===== src/rtl/muldiv_unit.sv =====
// Iterative MULT/MULTU/DIV/DIVU unit holding its 64-bit result in HI/LO.
// Latency: result lands in HI/LO 32 edges after the start edge; done pulses the cycle after.
// No backpressure: start is taken only in IDLE, and the control unit stalls on busy.
module muldiv_unit (
  input  logic        clk_i,
  input  logic        rst_i,
  input  logic        start_i,
  input  logic [1:0]  op_i,
  input  logic [31:0] a_i,
  input  logic [31:0] b_i,
  input  logic        whi_i,
  input  logic        wlo_i,
  input  logic [31:0] wdata_i,
  output logic        busy_o,
  output logic        done_o,
  output logic [31:0] hi_o,
  output logic [31:0] lo_o
);

  typedef enum logic [1:0] {S_IDLE, S_RUN, S_DONE} state_t;

  state_t      state_q, state_d;
  logic [1:0]  op_q, op_d;
  logic [31:0] ma_q, ma_d;
  logic [31:0] mb_q, mb_d;
  logic        qneg_q, qneg_d;
  logic        rneg_q, rneg_d;
  logic        bz_q, bz_d;
  logic [63:0] acc_q, acc_d;
  logic [4:0]  cnt_q, cnt_d;
  logic [31:0] hi_q, hi_d;
  logic [31:0] lo_q, lo_d;

  logic        is_div, is_signed;
  logic [32:0] msum;
  logic [32:0] rsh;
  logic [33:0] rdiff;
  logic [63:0] acc_nxt;
  logic [63:0] prod_res;
  logic [31:0] quo_res, rem_res;

  // Multiply keeps the shifting multiplier in mb_q; divide shifts the dividend out of ma_q.
  always_comb begin
    is_div    = op_q[1];
    is_signed = ~op_q[0];
    msum      = {1'b0, acc_q[63:32]} + (mb_q[0] ? {1'b0, ma_q} : 33'd0);
    rsh       = {acc_q[63:32], ma_q[31]};
    rdiff     = {1'b0, rsh} - {2'b00, mb_q};
    if (is_div) begin
      acc_nxt = rdiff[33] ? {rsh[31:0], acc_q[30:0], 1'b0}
                          : {rdiff[31:0], acc_q[30:0], 1'b1};
    end else begin
      acc_nxt = {msum, acc_q[31:1]};
    end
    prod_res = (is_signed && qneg_q) ? -acc_nxt : acc_nxt;
    // A zero divisor leaves remainder = |a|, so the signed fix-up restores the original a.
    quo_res  = bz_q ? 32'hFFFF_FFFF
             : ((is_signed && qneg_q) ? -acc_nxt[31:0] : acc_nxt[31:0]);
    rem_res  = (is_signed && rneg_q) ? -acc_nxt[63:32] : acc_nxt[63:32];
  end

  always_comb begin
    state_d = state_q;
    op_d    = op_q;
    ma_d    = ma_q;
    mb_d    = mb_q;
    qneg_d  = qneg_q;
    rneg_d  = rneg_q;
    bz_d    = bz_q;
    acc_d   = acc_q;
    cnt_d   = cnt_q;
    hi_d    = hi_q;
    lo_d    = lo_q;

    if (state_q != S_RUN) begin
      if (whi_i) hi_d = wdata_i;
      if (wlo_i) lo_d = wdata_i;
    end

    case (state_q)
      S_IDLE: begin
        if (start_i) begin
          op_d    = op_i;
          ma_d    = (~op_i[0] && a_i[31]) ? -a_i : a_i;
          mb_d    = (~op_i[0] && b_i[31]) ? -b_i : b_i;
          qneg_d  = a_i[31] ^ b_i[31];
          rneg_d  = a_i[31];
          bz_d    = (b_i == 32'd0);
          acc_d   = 64'd0;
          cnt_d   = 5'd0;
          state_d = S_RUN;
        end
      end
      S_RUN: begin
        acc_d = acc_nxt;
        cnt_d = cnt_q + 5'd1;
        if (is_div) ma_d = {ma_q[30:0], 1'b0};
        else        mb_d = {1'b0, mb_q[31:1]};
        if (cnt_q == 5'd31) begin
          state_d = S_DONE;
          if (is_div) begin
            hi_d = rem_res;
            lo_d = quo_res;
          end else begin
            hi_d = prod_res[63:32];
            lo_d = prod_res[31:0];
          end
        end
      end
      S_DONE:  state_d = S_IDLE;
      default: state_d = S_IDLE;
    endcase
  end

  always_ff @(posedge clk_i) begin
    if (rst_i) begin
      state_q <= S_IDLE;
      op_q    <= 2'b00;
      ma_q    <= 32'd0;
      mb_q    <= 32'd0;
      qneg_q  <= 1'b0;
      rneg_q  <= 1'b0;
      bz_q    <= 1'b0;
      acc_q   <= 64'd0;
      cnt_q   <= 5'd0;
      hi_q    <= 32'd0;
      lo_q    <= 32'd0;
    end else begin
      state_q <= state_d;
      op_q    <= op_d;
      ma_q    <= ma_d;
      mb_q    <= mb_d;
      qneg_q  <= qneg_d;
      rneg_q  <= rneg_d;
      bz_q    <= bz_d;
      acc_q   <= acc_d;
      cnt_q   <= cnt_d;
      hi_q    <= hi_d;
      lo_q    <= lo_d;
    end
  end

  assign busy_o = (state_q == S_RUN);
  assign done_o = (state_q == S_DONE);
  assign hi_o   = hi_q;
  assign lo_o   = lo_q;

endmodule


===== config.mk =====
export PLATFORM = sky130hd
export DESIGN_NAME = muldiv_unit
export DESIGN_NICKNAME = d
export VERILOG_FILES = /design/src/rtl/muldiv_unit.sv
export SDC_FILE = /design/constraint.sdc
export NUM_CORES = 1
export LEC_CHECK = 0
export ABC_AREA = 1
export CORE_MARGIN = 2
export CORE_UTILIZATION = 35
export CTS_CLUSTER_DIAMETER = 200
export DETAILED_ROUTE_END_ITERATION = 16
export SLEW_MARGIN = 20
export SYNTH_ARGS = -nofsm -noshare
export SYNTH_HDL_FRONTEND = slang
export SYNTH_SLANG_ARGS = --single-unit

===== constraint.sdc =====
create_clock -name clk_i -period 3.4 [get_ports clk_i]
set_clock_uncertainty 0.15 [all_clocks]
set_input_delay 0.68 -clock clk_i [delete_from_list [all_inputs] [get_ports clk_i]]
set_output_delay 0.68 -clock clk_i [all_outputs]
set_load 0.01 [all_outputs]

# Word-level counts from Yosys, hierarchy flattened
# Index checks and enable logic that the tools add are counted.
# totals
ff_bits,204
latchBits,0
ram_bits,0
rom_bits,0
input_bits,103
memories,0
# op_classes
add_sub_neg,8
mul,0
n_div,0
n_lt_le_gt_ge,0
eq_ne,8
shift,0
n_mux,32
n_bitwise,3
reduce_logical,12
# op_table
operator,n
32-bit two-way mux,20
64-bit two-way mux,4
32-bit negator,4
32-bit case mux with 2 select lines,2
64-bit case mux with 2 select lines,1
64-bit negator,1
33-bit by 32-bit subtractor with 34-bit output,1
32-bit by 32-bit adder with 33-bit output,1
32-bit zero test,1
5-bit case mux with 2 select lines,1
2-bit by 1-bit != test with 1-bit output (second input constant),3
2-bit AND reduction,3
3-bit AND reduction,2
5-bit by 1-bit adder with 5-bit output (second input constant),1
5-bit == test (second input constant),1
5-bit two-way mux,1
1-bit logical AND,4
2-bit two-way mux,2
2-bit != test (second input constant),2
2-bit case mux with 2 select lines,1
2-bit by 1-bit == test with 1-bit output (second input constant),1
2-bit == test (second input constant),1
2-bit zero test,1
1-bit inverter,2
other kinds (2),2

# Longest topological paths before layout
# Gate-level depths: netlist of run 1.
# logic_depth
word_depth,9
ltp_mapped,35

# Worst setup path after synthesis of run 1
# Ideal clock, no wire load.
# synth_timing
path_kind,register -> register
from,reg mb_q[8]
to,"reg hi_q[28], in the netlist hi_o[28]"
setup_time_ps,109
arrival_time_ps,3380
required_time_ps,3141
setup_slack_ps,-239
stages_incl_launch_ff,35
period_less_slack_ps,3639
cell_sequence,dfxtp_1 -> inv_1 -> ha_1 -> nand2_2 -> inv_2 -> nand2_1 -> nand2_1 -> inv_2 -> nand3_2 -> nand2_1 -> nand2_2 -> nand2_4 -> buf_6 -> nand3_2 -> o21ai_2 -> ha_1 -> inv_1 -> nor2_1 -> nand3_1 -> nor2_2 -> nand2_1 -> nor2_2 -> nand2_1 -> nand2_1 -> o21ai_1 -> inv_2 -> nand2_1 -> inv_2 -> nand2_1 -> nor2_4 -> nand2_1 -> nand3_1 -> nand3_1 -> nand2_1 -> inv_1
# synth_via
elab_chain_cells,8
# synth_rtl
element,line_no,text
start: declaration,25,"logic [31:0] mb_q, mb_d;"
start signal: assignment,132,mb_q <= mb_d;
33-bit by 32-bit subtractor with 34-bit output *,48,"rdiff = {1'b0, rsh} - {2'b00, mb_q};"
64-bit two-way mux *,50,"acc_nxt = rdiff[33] ? {rsh[31:0], acc_q[30:0], 1'b0}"
64-bit two-way mux *,49,if (is_div) begin
64-bit negator / 32-bit negator (equally long branches),"55, 59",
64-bit two-way mux / 32-bit two-way mux (equally long branches),"55, 59",
32-bit two-way mux *,101,if (is_div) begin
32-bit two-way mux *,99,if (cnt_q == 5'd31) begin
32-bit two-way mux *,80,case (state_q)
end signal: assignment,138,hi_q <= hi_d;
end: declaration,31,"logic [31:0] hi_q, hi_d;"
# Mark *: on every way between the ends. The rest lies on a longest branch, timed or not.
# A chain may end at the register's enable or synchronous reset.

# Worst setup path in the final report of run 1
# layout_timing
from,reg mb_q[10]
to,"reg hi_q[22], in the netlist hi_o[22]"
# Same word-level chain as after synthesis.

==> impl_metrics.csv, run 1 <==
group,metric,value,unit
drt,ant_nets,0,
timing,timing.final.ws_setup,-0.3000,ns
setup_path,critPathRequiredTime,3.74,ns
logic_synthesis,synth_flop_cell,"dfxtp_1",
clock_network,numCtsBuffers,25,
setup_path,path_max_fanout,5,
clock_network,clkLatencyLatePin,0.57,ns
worst_hold_path,hold_path.class,"input pin to flip-flop",
die,ios,169,
global_route,antenna_found_initial,1,
logic_synthesis,synth-seq-area-share,22.21,%
timing,period_minus_slack,3.700,ns
clock_network,clockBufferDepth,3,
cells_and_area,area.growth.synth_to_final,48.37,%
global_route,grt_use_total,28.14,%
global_route,use_met1,39.14,%
timing,tightest_slew,0.8209,ns
logic_synthesis,synth_area,0.01839,mm²
global_route,grtUsageMet3,3.394,%
clock_network,cts_hold_buf,0,
setup_path,cp_common_cell,"nand2_2",
cells_and_area,n_fill_cell,5307,
global_route,busiest_layer,"met2",
logic_synthesis,synth_warnings,0,
drt,drtPass1Iterations,7,
cells_and_area,fin_nets,3996,
power_and_ir_drop,powerDensity,365.6,mW/mm²
setup_path,arrival,4.04,ns
setup_path,cp_slowest_cell,"dfxtp_2",
power_and_ir_drop,vdd_ir_drop_max,0.3190,mV
drt,initialDrtViolationCount,1915,
logic_synthesis,synth_edf_count,0,
setup_path,critPathTopFamily,"simple AND/OR/NAND/NOR gates",
die,dieArea,0.05440,mm²
setup_path,rrSetupSlack,-0.30,ns
die,initial_core_util,35.21,%
timing,finalHoldViolCount,0,
drt,via_per_inst,5.083,
cells_and_area,drive_gt1_share,27.69,%
timing,finalCritPeriodShare,108.8,%
power_and_ir_drop,p_leak,13.04,nW
timing,drv_slew,0,
die,row_count,84,
setup_path,max_stage_delay,0.33,ns
clock_network,cts_sinks,204,
setup_path,crit-reg2reg-launch,"mb_q[10]",
timing,rsz0062_at_grt,"yes",
logic_synthesis,async_reset_ff_share,0,%
drt,wire_per_inst,17.45,µm
drt,route.detailed.drc,0,
logic_synthesis,synth_cell_type_count,56,
timing,holdWs,0.3006,ns
timing,finalSetupViolCount,33,
setup_path,path_buf_inv,4,
outcome,outcome,"finished, violations left",
global_route,grt_max_degree,116,
clock_network,cts.htree.levels,1,
setup_path,startpoint_type,"flip-flop",
placement,dp_slack,-0.4190,ns
die,die_height,233.2,µm
placement,dpl.hpwl,62050,µm
setup_path,crit_type,"flip-flop to flip-flop",
global_route,grt_use_met2,44.91,%
global_route,overflow,0,
drt,vias,22990,
job,maxCapViolations,0,
clock_network,cts_root_buf,"clkbuf_16",
logic_synthesis,ys_ff_latch,204,
setup_path,crit_start,"mb_q[10]",
clock_network,path_clk_slew,0.06,ns
logic_synthesis,synthCells,3188,
timing,finalSetupTns,-5.450,ns
cells_and_area,antenna_cells,0,
global_route,first_global_vias,21060,
die,die_x,233.2,µm
timing,max_slew_margin,44.69,%
logic_synthesis,avgSynthCellArea,5.769,µm²
outcome,violations,"negative setup slack",
die,coreArea,0.05224,mm²
timing,clock.fmax,0.2703,GHz
worst_hold_path,hold_start,"rst_i",
power_and_ir_drop,power,9.977,mW
global_route,grt_pass1_wl,119700,µm
placement,port_buffers,168,
cells_and_area,post-route-util,52.24,%
logic_synthesis,syn_nets,3364,
setup_path,crit_path_end_kind,"flip-flop",
clock_network,cts_tree,"built",
drt,routed_wl,78930,µm
placement,gp_congestion,0.9891,
-- through the flow --
| step | cells | area [µm²] |
|---|---|---|
| floorplan | 3188 | 18800 |
| finish | 4523 | 27290 |
| CTS | 4490 | 26170 |
| detailed placement | 4428 | 24710 |
| global placement | 4428 | 24710 |
| global route | 4523 | 27290 |
-- cell usage in the layout (no fill, tap or decap), types with 20 or more instances in the layout --
cell / Yosys / final
o21ai_1: 20 / 38
o221ai_1: 25 / 25
clkdlybuf4s50_1: 0 / 167
nor2_4: 13 / 39
clkbuf_16: 0 / 25
a21oi_1: 305 / 276
nor2_2: 21 / 47
xor2_1: 25 / 24
inv_2: 14 / 40
ha_4: 0 / 45
buf_4: 6 / 541
o21ai_0: 198 / 172
nor2_1: 316 / 264
nand3b_1: 23 / 23
nor3_1: 45 / 38
nand3_2: 9 / 42
ha_1: 71 / 21
nand2_2: 17 / 84
nand3_1: 192 / 156
o211ai_1: 22 / 22
nand2_1: 987 / 900
dfxtp_1: 204 / 170
nand2_4: 2 / 20
dfxtp_2: 0 / 32
a21oi_2: 6 / 27
inv_1: 370 / 343
nand4_1: 31 / 31
-- sequential cells by signal (all words and copies together), names as in the netlist --
signal	flops
cnt_q	5
qneg_q	1
op_q	2
lo_o	32
ma_q	32
mb_q	32
acc_q	64
state_q	2
hi_o	32
bz_q	1
rneg_q	1
-- logic make-up after synthesis --
family                     count (synthesis)  share of synthesized area [%]
and+or+nand+nor                         1710                          40.23
AOI/OAI and AO/OA                        641                          19.31
buffers and inverters                    516                          11.08
DFF                                      204                          22.21
adders and majority gates                 73                          5.048
xor gates and xnor gates                  40                          1.905
muxes                                      4                         0.2177
-- final cells by class --
cell class / count / area [µm²] / area share [%]
timing repair buffer: 731 / 6053 / 22.18
clock buffer: 34 / 719.4 / 2.637
inverter: 390 / 1466 / 5.374
sequential: 204 / 4131 / 15.14
multi-input combinational: 2468 / 13950 / 51.13
clock inverter: 8 / 105.1 / 0.3852
tap: 688 / 860.8 / 3.155
-- synth_stat cells (all sizes together) (22+ instances only) --
cell type,count,area [µm²]
nand2,1006,3834
inv,384,1441
nor2,351,1484
a21oi,312,1595
o21ai,227,1170
nand3,205,1121
dfxtp,204,4084
clkbuf,82,307.8
ha,71,888.4
nor3,47,245.2
buf,44,265.3
nand4,38,290.3
or2,27,168.9
o221ai,25,219.0
xor2,25,219.0
nand3b,23,172.7
o211ai,22,165.2
-- routing by layer --
layer,vias to the layer above,part of all wire [%]
li1,11610,-
met1,10320,45
met2,895,43
met3,160,7.5
met4,2,3.8
met5,-,0.016
-- repair_timing --
item | 4_1_cts | 5_1_grt
gates resized for setup | 136 | 226
buffers inserted | 20 | 33
endpoints found under the setup margin | 37 | 45
endpoints found under the hold margin | 0 | 0
pin swaps | 43 | 75
-- where the power goes --
| part | internal (mW) | leakage [nW] | switching, mW | total, mW |
|---|---|---|---|---|
| Clock | 1.63 | 0.412 | 1.14 | 2.76 |
| Sequential | 2.55 | 1.68 | 0.108 | 2.66 |
| Combinational | 1.93 | 10.9 | 2.63 | 4.56 |
-- worst paths after layout --
path               end  depth (start not counted)
max           hi_o[22]                         30
min reg2reg   mb_q[29]                          2
min          acc_q[19]                          2
max reg2reg   hi_o[22]                         30
-- worst reg2reg max path, delay by kind of cell, from the launching register on --
family / cells / cell delay, ns
AND/OR/NAND/NOR: 18 / 1.80
AO/OA/AOI/OAI: 6 / 0.67
flip-flops: 1 / 0.33
buffers and inverters: 4 / 0.28
adder cells (fa/ha/maj): 2 / 0.41
Note: power is estimated with default switching activity, not from simulation.
==> inputs of run 2 (changes only) <==
--- a/config.mk
+++ b/config.mk
@@ -7,10 +7,10 @@
 export LEC_CHECK = 0
 export ABC_AREA = 1
 export CORE_MARGIN = 2
-export CORE_UTILIZATION = 35
+export CORE_UTILIZATION = 40
 export CTS_CLUSTER_DIAMETER = 200
 export DETAILED_ROUTE_END_ITERATION = 16
-export SLEW_MARGIN = 20
+export SLEW_MARGIN = 15
 export SYNTH_ARGS = -nofsm -noshare
 export SYNTH_HDL_FRONTEND = slang
 export SYNTH_SLANG_ARGS = --single-unit
==> run 2 against run 1 <==
Net effect: worst hold slack gained 0.011 ns; cell area increased by 1.2%; the flow still finishes with violations (negative setup slack); clock-buffer cell count increased by 1; sequential share of layout area shrank 0.19 points; power rose by 4.0%; critical endpoint is now lo_o[6]; critical path depth shrank 6; sequential cell count did not move; critical path type unchanged; largest cell class unchanged; routed wire length up 5.7%.
==> impl_metrics.csv, run 2 (synthesized netlist as in run 1, its figures left out) <==
group,metric,value,unit
outcome,outcome,"finished, violations left",
outcome,violations,"negative setup slack",
drt,drtPass1Iterations,6,
cells_and_area,n_fill_cell,4470,
global_route,grt_pass1_wl,126800,µm
die,row_count,78,
setup_path,crit_type,"flip-flop to flip-flop",
die,coreArea,0.04538,mm²
die,initial_core_util,40.53,%
die,die_x,218.4,µm
cells_and_area,fin_nets,4008,
timing,period_minus_slack,3.698,ns
placement,dp_slack,-0.5649,ns
setup_path,crit_start,"acc_q[52]",
setup_path,rrSetupSlack,-0.30,ns
power_and_ir_drop,swShare,38.87,%
setup_path,critPathRequiredTime,3.70,ns
clock_network,cts_hold_buf,0,
clock_network,numCtsBuffers,26,
setup_path,crit_path_end_kind,"flip-flop",
worst_hold_path,hold_start,"acc_q[0]",
global_route,grt_use_total,34.13,%
die,die_height,218.4,µm
power_and_ir_drop,powerDensity,375.7,mW/mm²
clock_network,cts_tree,"built",
global_route,antenna_found_initial,0,
timing,drv_slew,0,
power_and_ir_drop,seq_power_share,25.6,%
clock_network,path_clk_slew,0.06,ns
power_and_ir_drop,p_leak,13.28,nW
setup_path,cp_slowest_cell,"dfxtp_1",
job,maxCapViolations,0,
timing,tightest_slew,0.9391,ns
setup_path,arrival,4.00,ns
timing,finalCritPeriodShare,108.8,%
drt,route.detailed.drc,0,
cells_and_area,layout_commonest_cell,"nand2_1",
drt,initialDrtViolationCount,1964,
setup_path,cp_common_cell,"buf_4",
drt,routed_wl,83450,µm
clock_network,clkLatencyLatePin,0.57,ns
timing,finalSetupViolCount,32,
setup_path,max_stage_delay,0.49,ns
cells_and_area,largest_reg_flops,64,
setup_path,crit-reg2reg-launch,"acc_q[52]",
global_route,overflow,0,
drt,vias,23430,
drt,wire_per_inst,18.74,µm
power_and_ir_drop,p_clk_share,29.0,%
setup_path,path_max_fanout,3,
setup_path,startpoint_type,"flip-flop",
power_and_ir_drop,vdd_ir_drop_max,0.3844,mV
die,dieArea,0.04771,mm²
clock_network,cts.htree.levels,1,
cells_and_area,stdcell_area,0.02762,mm²
worst_hold_path,hold_path.class,"flip-flop to flip-flop",
placement,gp_congestion,1.005,
drt,via_per_inst,5.263,
timing,rsz0062_at_grt,"yes",
clock_network,cts_sinks,204,
timing,timing.final.ws_setup,-0.2977,ns
power_and_ir_drop,combPwrFrac,45.4,%
placement,dpl_cell_area,0.02460,mm²
clock_network,clockBufferDepth,3,
cells_and_area,fin_cells,4452,
drt,ant_nets,0,
power_and_ir_drop,p_sw,4.034,mW
global_route,grt_max_degree,91,
cells_and_area,antenna_cells,0,
timing,clock.fmax,0.2704,GHz
power_and_ir_drop,internal_power,6.343,mW
setup_path,crit_chain,"ha_4, nand2_2, nor2_4, nand2_1, nand2_2, a21oi_4, nand3_4, o21ai_4, ha_4, inv_2, nor2_4, nand3_4, buf_4, buf_4, buf_4, buf_4, buf_4, buf_4, buf_4, buf_4, nand2_1, o21ai_1, a21oi_2, a211oi_1",
timing,finalHoldViolCount,0,
cells_and_area,final_cell_mix,"nand2_1 (890), buf_4 (553), inv_1 (342)",
placement,port_buffers,168,
placement,dpl.hpwl,66460,µm
placement,dp.cells,4338,
global_route,first_global_vias,22070,
cells_and_area,area.growth.synth_to_final,50.18,%
clock_network,cts_root_buf,"clkbuf_16",
cells_and_area,regMostFlops,"acc_q",
timing,max_slew_margin,36.73,%
cells_and_area,drive_gt1_share,29.18,%
die,ios,169,
[run 2: cell type report]
| cell class | instances | area (µm²) | area share (%) |
|---|---|---|---|
| Clock inverter | 13 | 172.7 | 0.6251 |
| Sequential cell | 204 | 4129 | 14.95 |
| Timing Repair Buffer | 742 | 6162 | 22.31 |
| Clock buffer | 35 | 765.7 | 2.772 |
| Inverter | 390 | 1468 | 5.314 |
| Tap cell | 600 | 750.7 | 2.718 |
| Multi-Input combinational cell | 2468 | 14170 | 51.31 |
[run 2: layer usage]
metal / up-vias / wire [µm] / track usage (%)
met5: - / 0 / 0
met4: 0 / 4530 / 16.53
met3: 177 / 5139 / 4.398
met2: 844 / 38570 / 57.16
met1: 10750 / 35210 / 43.15
li1: 11660 / - / -
[run 2: power groups by stage]
stage / sequential (mW) / combinational (mW) / clock [mW]
after floorplan: 2.70 / 2.28 / 0
after global placement: 2.70 / 4.10 / 0
after detailed placement: 2.70 / 4.13 / 0
after CTS: 2.65 / 4.37 / 3.06
after global routing: 2.67 / 5.11 / 3.15
final: 2.66 / 4.71 / 3.01
[run 2: worst max-delay path, delay by kind of cell (launching register included)]
| kind | cells | cell delay [ns] |
|---|---|---|
| buffers and inverters | 9 | 1.02 |
| AOI/OAI and AO/OA | 5 | 0.75 |
| and+or+nand+nor | 8 | 0.75 |
| DFF | 1 | 0.49 |
| adders and majority gates | 2 | 0.42 |
[run 2: worst paths after layout]
path,end,cells past startpoint
worst max-delay path,lo_o[6],24
worst min-delay path,acc_q[0],2
worst min register to register,acc_q[0],2
worst max register to register,lo_o[6],24
[run 2: timing repair]
action                                  CTS  global route
endpoints found under the setup margin   37            46
buffers inserted                         39            28
gates resized for setup                 207           218
pin swaps                                64            66
[run 2: per-stage QoR]
step                      TNS (ns)  hold slack, ns  total power [mW]  util, %
after floorplan            -0.1753          0.2804             4.987        -
after global placement      -13.59          0.2922             6.792    54.21
after detailed placement    -14.77          0.3004             6.825    54.21
after CTS                   -2.170          0.3139             10.07    58.57
after global routing        -9.916          0.3263             10.94    60.86
final                       -4.385          0.3111             10.38    60.86
